[config.mk]
export PLATFORM = sky130hd
export DESIGN_NAME = alu_mc
export DESIGN_NICKNAME = d
export VERILOG_FILES = /design/src/rtl/alu_pkg.sv /design/src/rtl/alu_muldiv.sv /design/src/rtl/alu_mc.sv
export SDC_FILE = /design/constraint.sdc
export NUM_CORES = 1
export LEC_CHECK = 0
export ABC_AREA = 1
export BUFFER_PORTS_ARGS = -buffer_cell sky130_fd_sc_hd__buf_2
export CAP_MARGIN = 20
export CORE_UTILIZATION = 55
export DETAILED_ROUTE_END_ITERATION = 6
export PLACE_DENSITY = 0.82
export SETUP_SLACK_MARGIN = 0.05
export SKIP_CTS_REPAIR_TIMING = 1
export SYNTH_ARGS = -nofsm -noshare
export SYNTH_HDL_FRONTEND = slang
export SYNTH_SLANG_ARGS = --single-unit
export TNS_END_PERCENT = 30
[constraint.sdc]
create_clock -name clk -period 2.35 [get_ports clk]
set_input_delay 0.1175 -clock clk [delete_from_list [all_inputs] [get_ports clk]]
set_output_delay 0.1175 -clock clk [all_outputs]
set_load 0.02 [all_outputs]
[src/rtl/alu_pkg.sv]
// Shared definitions for the multi-cycle ALU: operation codes and the
// sequencer state encoding used by the iterative MUL/DIV unit.
package alu_pkg;

  localparam logic [3:0] MODE_ADD = 4'd0;
  localparam logic [3:0] MODE_SUB = 4'd1;
  localparam logic [3:0] MODE_AND = 4'd2;
  localparam logic [3:0] MODE_OR  = 4'd3;
  localparam logic [3:0] MODE_XOR = 4'd4;
  localparam logic [3:0] MODE_NOT = 4'd5;
  localparam logic [3:0] MODE_SHL = 4'd6;
  localparam logic [3:0] MODE_SHR = 4'd7;
  localparam logic [3:0] MODE_ADC = 4'd8;
  localparam logic [3:0] MODE_SBB = 4'd9;
  localparam logic [3:0] MODE_CMP = 4'd10;
  localparam logic [3:0] MODE_MUL = 4'd11;
  localparam logic [3:0] MODE_DIV = 4'd12;

  typedef enum logic [1:0] {
    IDLE = 2'd0,
    MUL  = 2'd1,
    DIV  = 2'd2
  } alu_state_t;

endpackage

[src/rtl/alu_muldiv.sv]
// Iterative unsigned shift-add multiplier and restoring divider. One step per
// clock; done_o marks the edge on which the final step (and hi_o/lo_o) lands.
module alu_muldiv
  import alu_pkg::*;
#(
  parameter int WIDTH = 8
) (
  input  logic             clk,
  input  logic             rst_n,
  input  logic             start_i,
  input  logic             div_i,
  input  logic [WIDTH-1:0] a_i,
  input  logic [WIDTH-1:0] b_i,
  output logic             busy_o,
  output logic             done_o,
  output logic [WIDTH-1:0] hi_o,
  output logic [WIDTH-1:0] lo_o
);

  localparam int CW = $clog2(WIDTH + 1);

  alu_state_t       state_q;
  logic             busy_q;
  logic [CW-1:0]    cnt_q;
  logic [WIDTH-1:0] acc_q;   // MUL partial-product high half / DIV remainder
  logic [WIDTH-1:0] lo_q;    // MUL multiplier bits / DIV dividend -> quotient
  logic [WIDTH-1:0] opb_q;

  logic [WIDTH:0]   mul_sum, div_sh, div_diff;
  logic [WIDTH-1:0] hi_d, lo_d;

  // NOTE: every output of this block is given a default first, so no path
  // leaves a signal unassigned and no latch is inferred.
  always_comb begin
    hi_d     = acc_q;
    lo_d     = lo_q;
    mul_sum  = {1'b0, acc_q} + (lo_q[0] ? {1'b0, opb_q} : '0);
    div_sh   = {acc_q, lo_q[WIDTH-1]};
    div_diff = div_sh - {1'b0, opb_q};
    if (state_q == DIV) begin
      if (!div_diff[WIDTH]) begin
        hi_d = div_diff[WIDTH-1:0];
        lo_d = {lo_q[WIDTH-2:0], 1'b1};
      end else begin
        hi_d = div_sh[WIDTH-1:0];
        lo_d = {lo_q[WIDTH-2:0], 1'b0};
      end
    end else begin
      hi_d = mul_sum[WIDTH:1];
      lo_d = {mul_sum[0], lo_q[WIDTH-1:1]};
    end
  end

  assign done_o = (state_q != IDLE) && (cnt_q == CW'(1));
  assign hi_o   = hi_d;
  assign lo_o   = lo_d;
  assign busy_o = busy_q;

  // NOTE: state registers use non-blocking assignments so every register
  // samples pre-edge values regardless of statement order.
  always_ff @(posedge clk or negedge rst_n) begin
    if (!rst_n) begin
      state_q <= IDLE;
      busy_q  <= 1'b0;
      cnt_q   <= '0;
      acc_q   <= '0;
      lo_q    <= '0;
      opb_q   <= '0;
    end else begin
      case (state_q)
        IDLE: begin
          if (start_i) begin
            state_q <= div_i ? DIV : MUL;
            busy_q  <= 1'b1;
            cnt_q   <= CW'(WIDTH);
            acc_q   <= '0;
            lo_q    <= a_i;
            opb_q   <= b_i;
          end
        end
        MUL, DIV: begin
          acc_q <= hi_d;
          lo_q  <= lo_d;
          cnt_q <= cnt_q - CW'(1);
          if (cnt_q == CW'(1)) begin
            state_q <= IDLE;
            busy_q  <= 1'b0;
          end
        end
        default: begin
          state_q <= IDLE;
          busy_q  <= 1'b0;
        end
      endcase
    end
  end

endmodule

[src/rtl/alu_mc.sv]
// Multi-cycle ALU top: single-cycle combinational unit, flag generation and
// output registers, selecting between it and the iterative MUL/DIV unit.
module alu_mc
  import alu_pkg::*;
#(
  parameter int WIDTH = 8
) (
  input  logic             clk,
  input  logic             rst_n,
  input  logic             en,
  input  logic [3:0]       mode,
  input  logic [WIDTH-1:0] in_a,
  input  logic [WIDTH-1:0] in_b,
  output logic [WIDTH-1:0] result,
  output logic [WIDTH-1:0] result_hi,
  output logic             fz,
  output logic             fc,
  output logic             fv,
  output logic             fn,
  output logic             busy,
  output logic             done
);

  logic [WIDTH-1:0] result_q, hi_q;
  logic             fz_q, fc_q, fv_q, fn_q, done_q, div_q;

  logic             md_busy, md_done;
  logic [WIDTH-1:0] md_hi, md_lo;

  logic             accept, start, carry_in, borrow_in, add_v, sub_v;
  logic [WIDTH:0]   add_x, sub_x;
  logic [WIDTH-1:0] sc_res, sc_hi;
  logic             sc_c, sc_v, sc_hold;

  assign accept = en && !md_busy;
  // Divide by zero skips the iterative unit and finishes in the single-cycle path.
  assign start  = accept && ((mode == MODE_MUL) || ((mode == MODE_DIV) && (in_b != '0)));

  assign carry_in  = (mode == MODE_ADC) && fc_q;
  assign borrow_in = (mode == MODE_SBB) && fc_q;
  assign add_x = {1'b0, in_a} + {1'b0, in_b} + {{WIDTH{1'b0}}, carry_in};
  assign sub_x = {1'b0, in_a} - {1'b0, in_b} - {{WIDTH{1'b0}}, borrow_in};
  assign add_v = (in_a[WIDTH-1] == in_b[WIDTH-1]) && (add_x[WIDTH-1] != in_a[WIDTH-1]);
  assign sub_v = (in_a[WIDTH-1] != in_b[WIDTH-1]) && (sub_x[WIDTH-1] != in_a[WIDTH-1]);

  always_comb begin
    sc_res  = in_a;
    sc_hi   = '0;
    sc_c    = 1'b0;
    sc_v    = 1'b0;
    sc_hold = 1'b0;
    case (mode)
      MODE_ADD, MODE_ADC: begin
        sc_res = add_x[WIDTH-1:0];
        sc_c   = add_x[WIDTH];
        sc_v   = add_v;
      end
      MODE_SUB, MODE_SBB, MODE_CMP: begin
        sc_res  = sub_x[WIDTH-1:0];
        sc_c    = sub_x[WIDTH];
        sc_v    = sub_v;
        sc_hold = (mode == MODE_CMP);
      end
      MODE_AND: sc_res = in_a & in_b;
      MODE_OR:  sc_res = in_a | in_b;
      MODE_XOR: sc_res = in_a ^ in_b;
      MODE_NOT: sc_res = ~in_a;
      MODE_SHL: {sc_c, sc_res} = {in_a, 1'b0};
      MODE_SHR: {sc_res, sc_c} = {1'b0, in_a};
      MODE_DIV: begin
        sc_res = '1;
        sc_hi  = in_a;
        sc_v   = 1'b1;
      end
      default: sc_res = in_a;
    endcase
  end

  alu_muldiv #(.WIDTH(WIDTH)) u_muldiv (
    .clk     (clk),
    .rst_n   (rst_n),
    .start_i (start),
    .div_i   (mode == MODE_DIV),
    .a_i     (in_a),
    .b_i     (in_b),
    .busy_o  (md_busy),
    .done_o  (md_done),
    .hi_o    (md_hi),
    .lo_o    (md_lo)
  );

  always_ff @(posedge clk or negedge rst_n) begin
    if (!rst_n) begin
      result_q <= '0;
      hi_q     <= '0;
      fz_q     <= 1'b0;
      fc_q     <= 1'b0;
      fv_q     <= 1'b0;
      fn_q     <= 1'b0;
      done_q   <= 1'b0;
      div_q    <= 1'b0;
    end else begin
      done_q <= 1'b0;
      if (start) div_q <= (mode == MODE_DIV);
      if (md_done) begin
        result_q <= md_lo;
        hi_q     <= md_hi;
        fz_q     <= div_q ? (md_lo == '0) : ({md_hi, md_lo} == '0);
        fc_q     <= !div_q && (md_hi != '0);
        fv_q     <= 1'b0;
        fn_q     <= div_q ? md_lo[WIDTH-1] : md_hi[WIDTH-1];
        done_q   <= 1'b1;
      end else if (accept && !start) begin
        if (!sc_hold) begin
          result_q <= sc_res;
          hi_q     <= sc_hi;
        end
        fz_q   <= (sc_res == '0);
        fc_q   <= sc_c;
        fv_q   <= sc_v;
        fn_q   <= sc_res[WIDTH-1];
        done_q <= 1'b1;
      end
    end
  end

  assign result    = result_q;
  assign result_hi = hi_q;
  assign fz        = fz_q;
  assign fc        = fc_q;
  assign fv        = fv_q;
  assign fn        = fn_q;
  assign busy      = md_busy;
  assign done      = done_q;

endmodule
==> load_flow_metrics.sql, run 1 <==
INSERT INTO impl_metrics (metric_group, metric, value, unit) VALUES
('run_status', 'run_status', 'finished, violations left', ''),
('run_status', 'failed_checks', 'negative setup slack', ''),
('global_routing', 'globalRouteOverflowTotal', '0', ''),
('route', 'drt_drc_violations_left', '0', ''),
('clocking', 'clock_sinks', '53', ''),
('floorplanning', 'chipWidth', '99.0', 'um'),
('synthesis', 'post_synth_instance_area', '5170', 'um2'),
('route', 'drt_first_pass_iters', '6', ''),
('critical_path', 'worstRegToRegCells', '17', ''),
('critical_path', 'worst_path_largest_cell_delay', '0.40', 'ns'),
('placed_design', 'place_hpwl', '13300', 'um'),
('power', 'ir_worst_vdd', '590', 'uV'),
('layout', 'n_antenna_cell', '0', ''),
('floorplanning', 'fp-row-count', '35', ''),
('sta', 'setup_repair_after_global_routing_missed_its_margin', 'yes', ''),
('synthesis', 'synth_largest_area_cell', 'dfrtp_1', ''),
('run', 'timing.max_cap.violations', '0', ''),
('critical_path', 'worst-endpoint-required', '2.61', 'ns'),
('floorplanning', 'initial_utilization', '0.563', ''),
('clocking', 'h_tree_levels', '2', ''),
('critical_path', 'worst_setup_path_start_kind', 'flop', ''),
('critical_path', 'path_cells', 'buf_4, nand2_1, nor2_1, fa_1, inv_1, fa_1, inv_1, nand3_1, nand3_1, nand2_1, nand3_1, nand4_1, nor2_1, nand3_1, nor2_1, nor2_1, a21oi_1', ''),
('power', 'p_leak', '3.62', 'nW'),
('global_routing', 'first_pass_grt_wire_length', '27100', 'um'),
('global_routing', 'antenna_found_initial', '0', ''),
('synthesis', 'postSynthRegisterBits', '53', ''),
('sta', 'maxSlewHeadroom', '0.345', ''),
('power', 'power.density_cell_area', '997', 'nW/um2'),
('layout', 'layout_common_cells', 'nand2_1 (262), inv_1 (122), buf_4 (112)', ''),
('sta', 'report.final.hold_viol_count', '0', ''),
('sta', 'worst_clock_skew', '0.0124', 'ns'),
('sta', 'setup_slack', '-0.302', 'ns'),
('placed_design', 'routabilityCongestion', '1.01', ''),
('clocking', 'clock_path_buffers', '2', ''),
('route', 'route.antenna.remaining_nets', '0', ''),
('clocking', 'cts_root_buf', 'clkbuf_8', ''),
('sta', 'finalCritPeriodShare', '1.13', ''),
('synthesis', 'synthTopCellsByArea', 'dfrtp_1 (26%), nand2_1 (20%), ha_1 (12%)', ''),
('synthesis', 'yosysUniqueCellTypes', '34', ''),
('route', 'route.detailed.vias_per_inst', '5.64', ''),
('floorplanning', 'ios', '45', ''),
('layout', 'post_synthesis_to_final_layout_area_growth', '28.6', '%'),
('route', 'vias', '6007', ''),
('route', 'post_drt_wl_per_cell', '16.5', 'um'),
('synthesis', 'synth-warning-count', '0', ''),
('sta', 'setup_viol_count_final', '10', ''),
('worst_hold_path', 'worst_hold_path.num_cells', '3', ''),
('synthesis', 'synth_cells', '802', ''),
('critical_path', 'timing.critical_path.fanout_max', '3', ''),
('global_routing', 'grt_pass1_vias', '5471', ''),
('clocking', 'cts_tree', 'done', ''),
('floorplanning', 'fp.coreArea', '9200', 'um2'),
('global_routing', 'globalRouteTotalUtil', '0.357', ''),
('placed_design', 'dpl_worst_slack', '-0.261', 'ns'),
('sta', 'worstMarginPinSlew', '0.972', 'ns'),
('synthesis', 'synth_top_area_frac', '0.256', ''),
('layout', 'area_taken_by_multi_input_logic_gates', '3520', 'um2'),
('placed_design', 'placement.cell_area', '6260', 'um2'),
('synthesis', 'synth_sequential_area_ratio', '0.256', ''),
('layout', 'nets', '1032', ''),
('clocking', 'clock_latency_reported_for_the_late_side_of_the_worst_skew_pair', '0.33', 'ns'),
('critical_path', 'arrival', '2.91', 'ns'),
('critical_path', 'critical-path-slowest-cell', 'dfrtp_2', ''),
('synthesis', 'mappedNetlistNets', '881', ''),
('floorplanning', 'dieHeight', '99.0', 'um'),
('sta', 'finalWorstPathRequiredPeriod', '2.65', 'ns'),
('route', 'initialDrtViolationCount', '560', ''),
('sta', 'number_of_max_slew_violations_in_the_final_report', '0', ''),
('layout', 'finish.instance_area', '6650', 'um2'),
('global_routing', 'grt_start_max_net_pins', '37', ''),
('layout', 'nFillCells', '766', '');
flip-flops by register name (all words and copies together) (netlist names), 2 cells and up:
register / cells
u_muldiv.cnt_q: 4
result: 8
result_hi: 8
u_muldiv.opb_q: 8
u_muldiv.acc_q: 8
u_muldiv.lo_q: 8
u_muldiv.state_q: 2
per-stage QoR:
| step | std cells | TNS (ns) | hold slack [ns] | power, mW | util |
|---|---|---|---|---|---|
| 6_report | 1065 | -1.17 | 0.0750 | 6.64 | 0.723 |
| 3_5_place_dp | 1049 | -1.69 | 0.236 | 5.48 | 0.681 |
| 3_3_place_gp | 1049 | -1.22 | 0.236 | 5.42 | 0.681 |
| 5_1_grt | 1065 | -2.35 | 0.0940 | 7.17 | 0.723 |
| 4_1_cts | 1057 | -2.05 | -0.114 | 6.06 | 0.691 |
| 2_1_floorplan | 802 | -0.0575 | -0.178 | 3.87 | - |
path summary, 6_finish.rpt:
path	slack, ns	startpoint	endpoint
setup / recovery	-0.30	fc	fz
hold / removal	0.08	in_b[6]	u_muldiv.opb_q[6]
setup reg to reg	-0.30	fc	fz
hold reg to reg	0.49	u_muldiv.cnt_q[3]	u_muldiv.cnt_q[3]
max in group asynchronous	1.26	rst_n	fc
min in group asynchronous	0.42	rst_n	u_muldiv.lo_q[0]
synth_stat cells, drive strengths merged:
cell type and number:
o221ai 4, and2 1, o2111ai 1, nor4 2, inv 128, nand3 70, dfrtp 53, nand2 276
a21oi 20, buf 7, a31oi 2, o211ai 21, o21ai 48, o22ai 5, clkbuf 8, nand3b 7
or2 6, nor2 54, xnor2 2, fa 6, nand4 19, xor2 5, nor3 6, a21boi 1
ha 50
metal layers:
| layer | track usage | wire [um] |
|---|---|---|
| met1 | 0.455 | 7000 |
| met2 | 0.584 | 8050 |
| met3 | 0.0617 | 1580 |
| met4 | 0.178 | 971 |
| met5 | 0 | 0 |
logic make-up (layout without fill, tap and decap cells):
logic type / count (synthesis) / count (layout) / share of synthesized area
simple gates: 441 / 441 / 0.365
fa+ha+maj: 56 / 56 / 0.144
flops: 53 / 53 / 0.256
xor+xnor: 7 / 7 / 0.0119
compound gates: 102 / 102 / 0.115
buf+inv: 143 / 295 / 0.108
where the power goes:
part | switching [mW] | leakage (nW) | internal (mW) | total, mW
sequential | 0.268 | 0.679 | 1.26 | 1.53
clock | 0.348 | 0.0447 | 0.216 | 0.564
combinational | 2.61 | 2.90 | 1.93 | 4.54
worst max-delay path, delay by kind of cell, from the launching register on:
family / cells / cell delay, ns
compound gates: 1 / 0.15
flops: 1 / 0.40
simple gates: 11 / 1.10
fa+ha+maj: 2 / 0.62
buf+inv: 3 / 0.31
layout make-up:
cell class                      count  share of cell area
Sequential cell                    53               0.200
Clock buffer                        5              0.0103
Tap cell                          111              0.0209
Inverter                          128              0.0722
Multi-Input combinational cell    606               0.529
Clock inverter                      3             0.00376
Timing Repair Buffer              159               0.164
No activity file was read; power rests on OpenSTA's default activity.
==> run 2, diff against run 1 <==
Settings changed: RECOVER_POWER set to 50.
==> run 2 against run 1 <==
Highest routed layer unchanged. First-iteration DRC count down 5.7%. Largest cell class unchanged. Clock skew up 0.0010 ns. Combinational power about the same. Global-route usage unchanged. Total power down 0.56%. Final cell count unchanged. The run still ends with negative setup slack left. Non-clock buffer count unchanged.
==> load_flow_metrics.sql, run 2 (synthesis gave the netlist of run 1 again) <==
INSERT INTO impl_metrics (metric_group, metric, value, unit) VALUES
('layout', 'post_synthesis_to_final_layout_area_growth', '28.0', '%'),
('layout', 'final_core_util', '0.720', ''),
('floorplanning', 'initial_utilization', '0.563', ''),
('floorplanning', 'die_footprint', '9800', 'um2'),
('run_status', 'run_status', 'finished, violations left', ''),
('sta', 'worstMarginPinSlew', '0.994', 'ns'),
('critical_path', 'worst_setup_path_start_kind', 'flop', ''),
('critical_path', 'arrival', '2.90', 'ns'),
('sta', 'maxClockFrequency', '377', 'MHz'),
('layout', 'final_non_filler_cells', '1065', ''),
('critical_path', 'path_cells', 'buf_4, nand2_1, nor2_1, fa_1, inv_1, fa_1, inv_1, nand3_1, nand3_1, nand2_1, nand3_1, nand4_1, nor2_1, nand3_1, nor2_1, nor2_1, a21oi_1', ''),
('route', 'drt_first_pass_iters', '5', ''),
('global_routing', 'first_pass_grt_wire_length', '27100', 'um'),
('power', 'p_leak', '3.54', 'nW'),
('critical_path', 'worstRegToRegCells', '17', ''),
('sta', 'setup_slack', '-0.301', 'ns'),
('global_routing', 'antenna_found_initial', '0', ''),
('layout', 'layout_common_cells', 'nand2_1 (262), inv_1 (122), buf_4 (111)', ''),
('clocking', 'clkTransAtPathRegs', '0.11', 'ns'),
('layout', 'most_common_cell_after_layout_fill_and_taps_aside', 'nand2_1', ''),
('route', 'route.antenna.remaining_nets', '0', ''),
('placed_design', 'dpl_worst_slack', '-0.261', 'ns'),
('sta', 'finalCritPeriodShare', '1.13', ''),
('sta', 'finalWorstPathRequiredPeriod', '2.65', 'ns'),
('run', 'timing.max_cap.violations', '0', ''),
('worst_hold_path', 'worst_hold_path.num_cells', '3', ''),
('clocking', 'clock_sinks', '53', ''),
('placed_design', 'port-buffer-count', '44', ''),
('critical_path', 'cp-end-kind', 'flop', ''),
('worst_hold_path', 'worst_hold_startpoint', 'in_b[6]', ''),
('critical_path', 'r2r-end', 'fz', ''),
('sta', 'worst_clock_skew', '0.0134', 'ns'),
('worst_hold_path', 'holdCritPathClass', 'input port to flop', ''),
('route', 'initialDrtViolationCount', '528', ''),
('power', 'design_power_total', '6.60', 'mW'),
('floorplanning', 'ios', '45', ''),
('critical_path', 'worst_path_largest_cell_delay', '0.40', 'ns'),
('sta', 'hold_slack', '0.0789', 'ns'),
('placed_design', 'dp.cells', '1049', ''),
('sta', 'setup_viol_count_final', '10', ''),
('route', 'route.detailed.vias_per_inst', '5.64', ''),
('route', 'vias', '6004', ''),
('layout', 'fraction_of_layout_cells_with_a_size_suffix_above_1', '0.215', ''),
('sta', 'setup_repair_after_global_routing_missed_its_margin', 'yes', ''),
('sta', 'report.final.hold_viol_count', '0', ''),
('layout', 'nFillCells', '777', ''),
('clocking', 'h_tree_levels', '2', ''),
('critical_path', 'r2r_setup_slack', '-0.30', 'ns'),
('worst_hold_path', 'hold_path_end', 'u_muldiv.opb_q[6]', ''),
('run_status', 'failed_checks', 'negative setup slack', ''),
('global_routing', 'grt_start_max_net_pins', '37', ''),
('critical_path', 'worst-endpoint-required', '2.60', 'ns'),
('sta', 'maxSlewHeadroom', '0.330', ''),
('power', 'power.density_cell_area', '996', 'nW/um2'),
('route', 'routed_wl', '17600', 'um'),
('critical_path', 'worstSetupPathType', 'flop to flop', ''),
('clocking', 'cts_tree', 'done', ''),
('layout', 'n_antenna_cell', '0', ''),
('floorplanning', 'fp.coreArea', '9200', 'um2'),
('floorplanning', 'fp-row-count', '35', ''),
('clocking', 'tritoncts.num_buffers', '5', ''),
('layout', 'nets', '1032', ''),
('route', 'drt_drc_violations_left', '0', ''),
('critical_path', 'timing.critical_path.fanout_max', '3', ''),
('route', 'post_drt_wl_per_cell', '16.5', 'um'),
('power', 'ir_worst_vdd', '577', 'uV'),
('global_routing', 'grt_pass1_vias', '5471', ''),
('sta', 'number_of_max_slew_violations_in_the_final_report', '0', ''),
('global_routing', 'globalRouteTotalUtil', '0.357', ''),
('clocking', 'clock_path_buffers', '2', ''),
('clocking', 'cts_root_buf', 'clkbuf_8', ''),
('floorplanning', 'dieHeight', '99.0', 'um'),
('critical_path', 'critical_path.reg2reg.startpoint', 'fc', ''),
('critical_path', 'critical-path-slowest-cell', 'dfrtp_2', ''),
('placed_design', 'routabilityCongestion', '1.01', ''),
('floorplanning', 'chipWidth', '99.0', 'um'),
('global_routing', 'globalRouteOverflowTotal', '0', ''),
('placed_design', 'place_hpwl', '13300', 'um'),
('clocking', 'clock_latency_reported_for_the_late_side_of_the_worst_skew_pair', '0.33', 'ns');
[run 2: cell types whose count changed in the layout (fill, tap and decap cells not counted), sizes merged]
| cell | before | now |
|---|---|---|
| clkbuf | 5 | 28 |
| buf | 158 | 135 |
[run 2: report_power, final]
group	leakage, nW	internal [mW]	switching [mW]	total (mW)
logic	2.82	1.90	2.61	4.51
clock network	0.0447	0.216	0.346	0.562
registers	0.679	1.26	0.269	1.53
total	3.54	3.37	3.23	6.60
[run 2: area by class of cell]
type / count / area [um2] / share of cell area
Tap cell: 111 / 139 / 0.0210
Clock buffer: 5 / 68.8 / 0.0104
Sequential cell: 53 / 1330 / 0.200
Clock inverter: 3 / 25.0 / 0.00378
Multi-Input combinational cell: 606 / 3520 / 0.531
Timing Repair Buffer: 159 / 1060 / 0.161
Inverter: 128 / 480 / 0.0725
[run 2: worst max-delay path by stage]
stage | startpoint | end | slack [ns]
after floorplan | fc | fz | -0.04
after global placement | mode[3] | fz | -0.21
after detailed placement | u_muldiv.lo_q[7] | fz | -0.26
after CTS | fc | fz | -0.27
after global routing | fc | fz | -0.41
final | fc | fz | -0.30
[run 2: through the flow]
| step | TNS (ns) | cell area [um2] |
|---|---|---|
| 2_1_floorplan | -0.0575 | 5180 |
| 3_3_place_gp | -1.22 | 6260 |
| 3_5_place_dp | -1.69 | 6260 |
| 4_1_cts | -2.05 | 6360 |
| 5_1_grt | -2.35 | 6620 |
| 6_report | -1.24 | 6620 |
[run 2: metal layers]
metal,global-route usage,vias to the layer above,wire length [um]
met3,0.0617,86,1580
li1,-,2881,-
met4,0.178,0,956
met5,0,-,0
met2,0.584,340,8090
met1,0.455,2697,6930
[run 2: worst max-delay path: cells and delay by family, from the launching register on]
family | cells | cell delay, ns
buffers and inverters | 3 | 0.31
AOI/OAI and AO/OA | 1 | 0.16
adders and majority gates | 2 | 0.62
DFF | 1 | 0.40
and+or+nand+nor | 11 | 1.07
